### config.mk
export PLATFORM = sky130hd
export DESIGN_NAME = dpo_arb_flat
export DESIGN_NICKNAME = d
export VERILOG_FILES = /design/src/rtl/dpo_arb_if.sv /design/src/rtl/dpo_arb.sv /design/src/flat_wrapper.sv
export SDC_FILE = /design/constraint.sdc
export NUM_CORES = 1
export LEC_CHECK = 0
export CORE_MARGIN = 3
export CORE_UTILIZATION = 40
export DETAILED_ROUTE_END_ITERATION = 7
export GPL_ROUTABILITY_DRIVEN = 0
export PLACE_DENSITY = 0.67
export REMOVE_ABC_BUFFERS = 1
export SETUP_SLACK_MARGIN = 0.3
export SKIP_CTS_REPAIR_TIMING = 1
export SLEW_MARGIN = 20
export SYNTH_ARGS = -nofsm -noshare
export SYNTH_HDL_FRONTEND = slang
export SYNTH_SLANG_ARGS = --single-unit
### constraint.sdc
create_clock -name clk_i -period 2.9 [get_ports clk_i]
set_input_delay 0.29 -clock clk_i [delete_from_list [all_inputs] [get_ports clk_i]]
set_output_delay 0.29 -clock clk_i [all_outputs]
set_load 0.02 [all_outputs]
### src/rtl/dpo_arb_if.sv
// Bus between dpo_arb and the per-port output FSMs:
// requests, done pulses, start pulses, bus owner and FX3 thread address.
interface dpo_arb_if #(
    parameter int N_PORTS = 3
);
    logic [N_PORTS-1:0] req;
    logic [N_PORTS-1:0] done;
    logic [N_PORTS-1:0] strt;
    logic [N_PORTS-1:0] sel;
    logic [1:0]         fx3_addr;

    modport master (
        input  req,
        input  done,
        output strt,
        output sel,
        output fx3_addr
    );

    modport slave (
        output req,
        output done,
        input  strt,
        input  sel,
        input  fx3_addr
    );
endinterface

### src/rtl/dpo_arb.sv
// Round-robin owner of the FX3 slave-FIFO bus across the output data ports:
// address setup, start pulse, wait for done or timeout, then release.
module dpo_arb #(
    parameter int         N_PORTS   = 3,
    parameter logic [1:0] ADDR_OFS  = 2'd1,
    parameter int         SETUP_CYC = 3,
    parameter int         TIMEOUT   = 1024
) (
    input  logic      clk_i,
    input  logic      rst_n_i,
    input  logic      en_i,
    dpo_arb_if.master bus,
    output logic      busy_o,
    output logic      tmout_o
);
    localparam int GW = (N_PORTS > 1) ? $clog2(N_PORTS) : 1;
    localparam int CMAX = (SETUP_CYC > TIMEOUT) ? SETUP_CYC : TIMEOUT;
    localparam int CW = $clog2(CMAX + 1);

    typedef enum logic [2:0] {
        IDLE,
        ADDR_SETUP,
        START,
        WAIT_DONE,
        RELEASE
    } state_t;

    state_t             state_q, state_d;
    logic [CW-1:0]      cnt_q, cnt_d;
    logic [GW-1:0]      g_q, g_d;
    logic [GW-1:0]      ptr_q, ptr_d;
    logic [N_PORTS-1:0] sel_q, sel_d;
    logic [N_PORTS-1:0] strt_q, strt_d;
    logic [1:0]         addr_q, addr_d;
    logic               busy_q, busy_d;
    logic               tmout_q, tmout_d;

    logic               pick_vld;
    logic [GW-1:0]      pick;
    logic [GW-1:0]      cand;

    // First requester after the last owner, wrapping at N_PORTS
    always_comb begin
        pick_vld = 1'b0;
        pick     = '0;
        cand     = '0;
        for (int i = 1; i <= N_PORTS; i++) begin
            cand = GW'((int'(ptr_q) + i) % N_PORTS);
            if (!pick_vld && bus.req[cand]) begin
                pick_vld = 1'b1;
                pick     = cand;
            end
        end
    end

    always_comb begin
        state_d = state_q;
        cnt_d   = cnt_q;
        g_d     = g_q;
        ptr_d   = ptr_q;
        sel_d   = sel_q;
        strt_d  = '0;
        addr_d  = addr_q;
        tmout_d = tmout_q;
        unique case (state_q)
            IDLE: begin
                if (en_i && pick_vld) begin
                    g_d     = pick;
                    sel_d   = N_PORTS'(1) << pick;
                    addr_d  = ADDR_OFS + 2'(pick);
                    cnt_d   = '0;
                    state_d = ADDR_SETUP;
                end
            end
            ADDR_SETUP: begin
                cnt_d = cnt_q + 1'b1;
                if (cnt_q == CW'(SETUP_CYC - 1)) begin
                    state_d = START;
                end
            end
            START: begin
                strt_d  = N_PORTS'(1) << g_q;
                cnt_d   = '0;
                state_d = WAIT_DONE;
            end
            WAIT_DONE: begin
                cnt_d = cnt_q + 1'b1;
                if (bus.done[g_q]) begin
                    state_d = RELEASE;
                end else if (cnt_q == CW'(TIMEOUT - 1)) begin
                    tmout_d = 1'b1;
                    state_d = RELEASE;
                end
            end
            RELEASE: begin
                sel_d   = '0;
                ptr_d   = g_q;
                state_d = IDLE;
            end
            default: state_d = IDLE;
        endcase
        busy_d = (state_d != IDLE);
    end

    always_ff @(posedge clk_i or negedge rst_n_i) begin
        if (!rst_n_i) begin
            state_q <= IDLE;
            cnt_q   <= '0;
            g_q     <= '0;
            ptr_q   <= GW'(N_PORTS - 1);
            sel_q   <= '0;
            strt_q  <= '0;
            addr_q  <= ADDR_OFS;
            busy_q  <= 1'b0;
            tmout_q <= 1'b0;
        end else begin
            state_q <= state_d;
            cnt_q   <= cnt_d;
            g_q     <= g_d;
            ptr_q   <= ptr_d;
            sel_q   <= sel_d;
            strt_q  <= strt_d;
            addr_q  <= addr_d;
            busy_q  <= busy_d;
            tmout_q <= tmout_d;
        end
    end

    assign bus.strt     = strt_q;
    assign bus.sel      = sel_q;
    assign bus.fx3_addr = addr_q;
    assign busy_o       = busy_q;
    assign tmout_o      = tmout_q;
endmodule

### src/flat_wrapper.sv
// flat-port wrapper written by rule: the top's interface ports become plain ports
module dpo_arb_flat 
#(
    parameter int         N_PORTS   = 3,
    parameter logic [1:0] ADDR_OFS  = 2'd1,
    parameter int         SETUP_CYC = 3,
    parameter int         TIMEOUT   = 1024
)
  (clk_i, rst_n_i, en_i, busy_o, tmout_o, bus_req, bus_done, bus_strt, bus_sel, bus_fx3_addr);
  dpo_arb_if #(.N_PORTS(N_PORTS)) bus_i ();
  input  logic clk_i;
  input  logic rst_n_i;
  input  logic en_i;
  output logic busy_o;
  output logic tmout_o;
  input wire logic [$bits(bus_i.req)-1:0] bus_req;
  input wire logic [$bits(bus_i.done)-1:0] bus_done;
  output wire logic [$bits(bus_i.strt)-1:0] bus_strt;
  output wire logic [$bits(bus_i.sel)-1:0] bus_sel;
  output wire logic [$bits(bus_i.fx3_addr)-1:0] bus_fx3_addr;
  assign bus_i.req = bus_req;
  assign bus_i.done = bus_done;
  assign bus_strt = bus_i.strt;
  assign bus_sel = bus_i.sel;
  assign bus_fx3_addr = bus_i.fx3_addr;
  dpo_arb #(.N_PORTS(N_PORTS), .ADDR_OFS(ADDR_OFS), .SETUP_CYC(SETUP_CYC), .TIMEOUT(TIMEOUT)) u_core (.clk_i(clk_i), .rst_n_i(rst_n_i), .en_i(en_i), .bus(bus_i), .busy_o(busy_o), .tmout_o(tmout_o));
endmodule
==> flow_summary.toml, run 1 <==
[logic_synthesis]
synth_edf_count = 0
synth_top_area_share_pct = 40.19
syn_inst = 155
synth_warnings = 0
yosys.area.top_type = "dfrtp_1"
ys_seq_area_share_pct = 43.43
synth_area_leaders = "dfrtp_1, ha_1, a22o_1"
ys.flop_type = "dfrtp_1"
async_flop_share_pct = 100.0
synth.avg_cell_area_sq_um = 10.45
synth_seq_cells = 28
synthDistinctLibCells = 37
netlist_area_sq_um = 1619

[cts]
clk_latency_ps = 270
clkSlewWorstSetupHoldPaths_ps = 100
numClockSinks = 28
cts_tree = "yes"
root_buffer = "clkbuf_8"
cts_buffer_depth = 2
cts_buffers = 3
htreeDepth = 1

[hold_path]
min_path_type = "in2async"

[place]
placed_cells = 218
dp_hpwl_mm = 2.365
place.port_buffers = 18

[sta]
post-route-min-period_ps = 2503
worst_slew_pin_slew_ps = 581.9
setup_violations = 0
min_period_over_period_pct = 86.31
hold_violations = 0
rsz0062_at_grt = "no"
drv_slew = 0
max_freq_mhz = 399.5
slew_headroom_pct = 61.21
fin_setup_tns_ps = 0
hold_slack_ps = 384.9
skew_ps = 5.747

[floorplanning]
design.core.area_sq_um = 3771
pin_count = 19
row_count = 22
die_h_microns = 69.62
die_x_microns = 69.62
die-area_sq_um = 4847
initial_utilization_pct = 42.93

[routing]
route.antenna.remaining_nets = 0
wl_per_cell_microns = 15.08
wl_mm = 3.362
drtIter0Drc = 90
vias = 1239
viasPerCell = 5.556
drc = 0
first_pass_iters = 4

[power_and_ir_drop]
swShare_pct = 40.22
ir_drop_mv = 0.5429
p_leak_nw = 0.9065
clkPwrFrac_pct = 14.2
p_sw_mw = 0.6847
seq_power_share_pct = 38.3
pwr-share-comb_pct = 47.6
power.density_nw_per_um2 = 889.2
p_int_mw = 1.018

[final_layout]
final_nets = 194
area_growth_pct = 18.24
drive_gt1_share_pct = 14.29
fin_cells = 223
diodes = 0

[setup_path]
startpoint_type = "flip-flop"
cp_max_fo = 5
required_ps = 3060
path_class = "reg2reg"
crit_path_end_kind = "flip-flop"
arrival_ps = 2670

[global_routing]
grt_use_total_pct = 13.97
grt_max_degree = 29
grt_pass1_wl_mm = 5.602
grt_overflow = 0
first_global_vias = 1216
antenna_found_initial = 0

[run_status]
status = "finished, final reports clean"

[flow_run]
drv_cap = 0
[worst max-delay path: stages, from the launching register on]
cell and delay [ps]:
dfstp_2 570, inv_1 70, ha_1 240, a22o_1 240, a211oi_2 270, o21ai_0 170, a21oi_2 190, inv_1 90
ha_1 300, mux2_4 270
[final timing paths]
path,startpoint,end,slack (ps),cells past startpoint
min reg2reg,u_core.bus.fx3_addr[0],u_core.bus.fx3_addr[0],490,2
max,u_core.ptr_q[1],u_core.bus.fx3_addr[1],400,9
max reg2reg,u_core.ptr_q[1],u_core.bus.fx3_addr[1],400,9
min in group clk_i,u_core.bus.fx3_addr[0],u_core.bus.fx3_addr[0],490,2
min,rst_n_i,u_core.cnt_q[5],380,2
max in group asynchronous,rst_n_i,u_core.bus.fx3_addr[0],2210,2
[power groups by stage]
stage | Clock, mW | Combinational [mW] | Sequential (mW)
2_1_floorplan | 0 | 0.523 | 0.668
3_3_place_gp | 0 | 0.758 | 0.646
3_5_place_dp | 0 | 0.783 | 0.654
4_1_cts | 0.246 | 0.792 | 0.650
5_1_grt | 0.265 | 0.892 | 0.670
6_report | 0.241 | 0.810 | 0.651
[registers in the layout (all words and copies together) (netlist names)]
| signal | cells |
|---|---|
| u_core.bus.fx3_addr | 2 |
| u_core.state_q | 3 |
| u_core.g_q | 2 |
| u_core.ptr_q | 2 |
| u_core.cnt_q | 11 |
| u_core.bus.sel | 3 |
| u_core.tmout_o | 1 |
| u_core.busy_o | 1 |
| u_core.bus.strt | 3 |
[placed cells by master, fill, tap and decap left out, drive strengths merged, types with 2 or more instances in the layout]
cell / synthesis / routed
a21o: 5 / 5
a21oi: 6 / 6
a22o: 11 / 11
and3: 2 / 2
buf: 1 / 2
clkbuf: 3 / 4
clkdlybuf4s50: 0 / 18
dfrtp: 26 / 26
dfstp: 2 / 2
ha: 9 / 9
inv: 15 / 15
mux2: 9 / 9
mux2i: 6 / 6
nand2: 12 / 12
nand3: 3 / 3
nand4: 2 / 2
nor2: 9 / 9
nor2b: 3 / 3
nor3: 2 / 2
nor4: 3 / 3
nor4b: 3 / 3
o21ai: 8 / 8
or4: 2 / 2
[final cells by class]
class / instances / area, sq um
inverter: 15 / 56.30
sequential: 28 / 703.2
fill: 331 / 1857
multi-input combinational: 108 / 844.6
tap: 48 / 60.06
clock buffer: 4 / 55.05
timing repair buffer: 20 / 195.2
[metrics by stage]
step	worst slack, ps	util [%]	total power, mW	cell area (sq um)
after detailed placement	280.3	48.91	1.437	1844
after floorplan	534.2	-	1.191	1597
final	397.1	50.76	1.702	1914
after global placement	447.4	48.91	1.404	1844
after CTS	248.1	50.37	1.688	1899
after global routing	283.6	50.76	1.827	1914
[layer usage]
layer	global-route usage, %	share of wire, %	up-vias
met5	0	0	-
met4	3.404	0.57	0
met3	2.899	3.8	2
met2	22.78	49	31
met1	19.03	46	601
li1	-	-	605
[cell usage after synthesis (2+ instances only)]
library cell / number
mux2_2: 6
mux2i_1: 6
and3_1: 2
a21o_1: 5
inv_1: 15
nor3_1: 2
mux2_4: 3
nor4_1: 3
nor4b_1: 3
dfstp_2: 2
clkbuf_1: 3
o21ai_0: 8
nand4_1: 2
or4_1: 2
a21oi_1: 6
nand2_1: 12
dfrtp_1: 26
ha_1: 9
nor2_1: 8
nor2b_1: 3
a22o_1: 11
nand3_1: 3
[cells by family after synthesis]
group	share of synthesized area [%]
mux	10.66
compound gates	18.86
buf+inv	4.868
simple gates	15.22
flops	43.43
fa+ha+maj	6.955
Note: power is estimated with default switching activity, not from simulation.
==> run 2, diff against run 1 <==
--- a/config.mk
+++ b/config.mk
@@ -9,6 +9,7 @@
 export CORE_UTILIZATION = 40
 export DETAILED_ROUTE_END_ITERATION = 7
 export GPL_ROUTABILITY_DRIVEN = 0
+export HOLD_SLACK_MARGIN = 0.05
 export PLACE_DENSITY = 0.67
 export REMOVE_ABC_BUFFERS = 1
 export SETUP_SLACK_MARGIN = 0.3
==> results of run 2 <==
The final DEF is identical to that of run 1; final timing and power are the same.
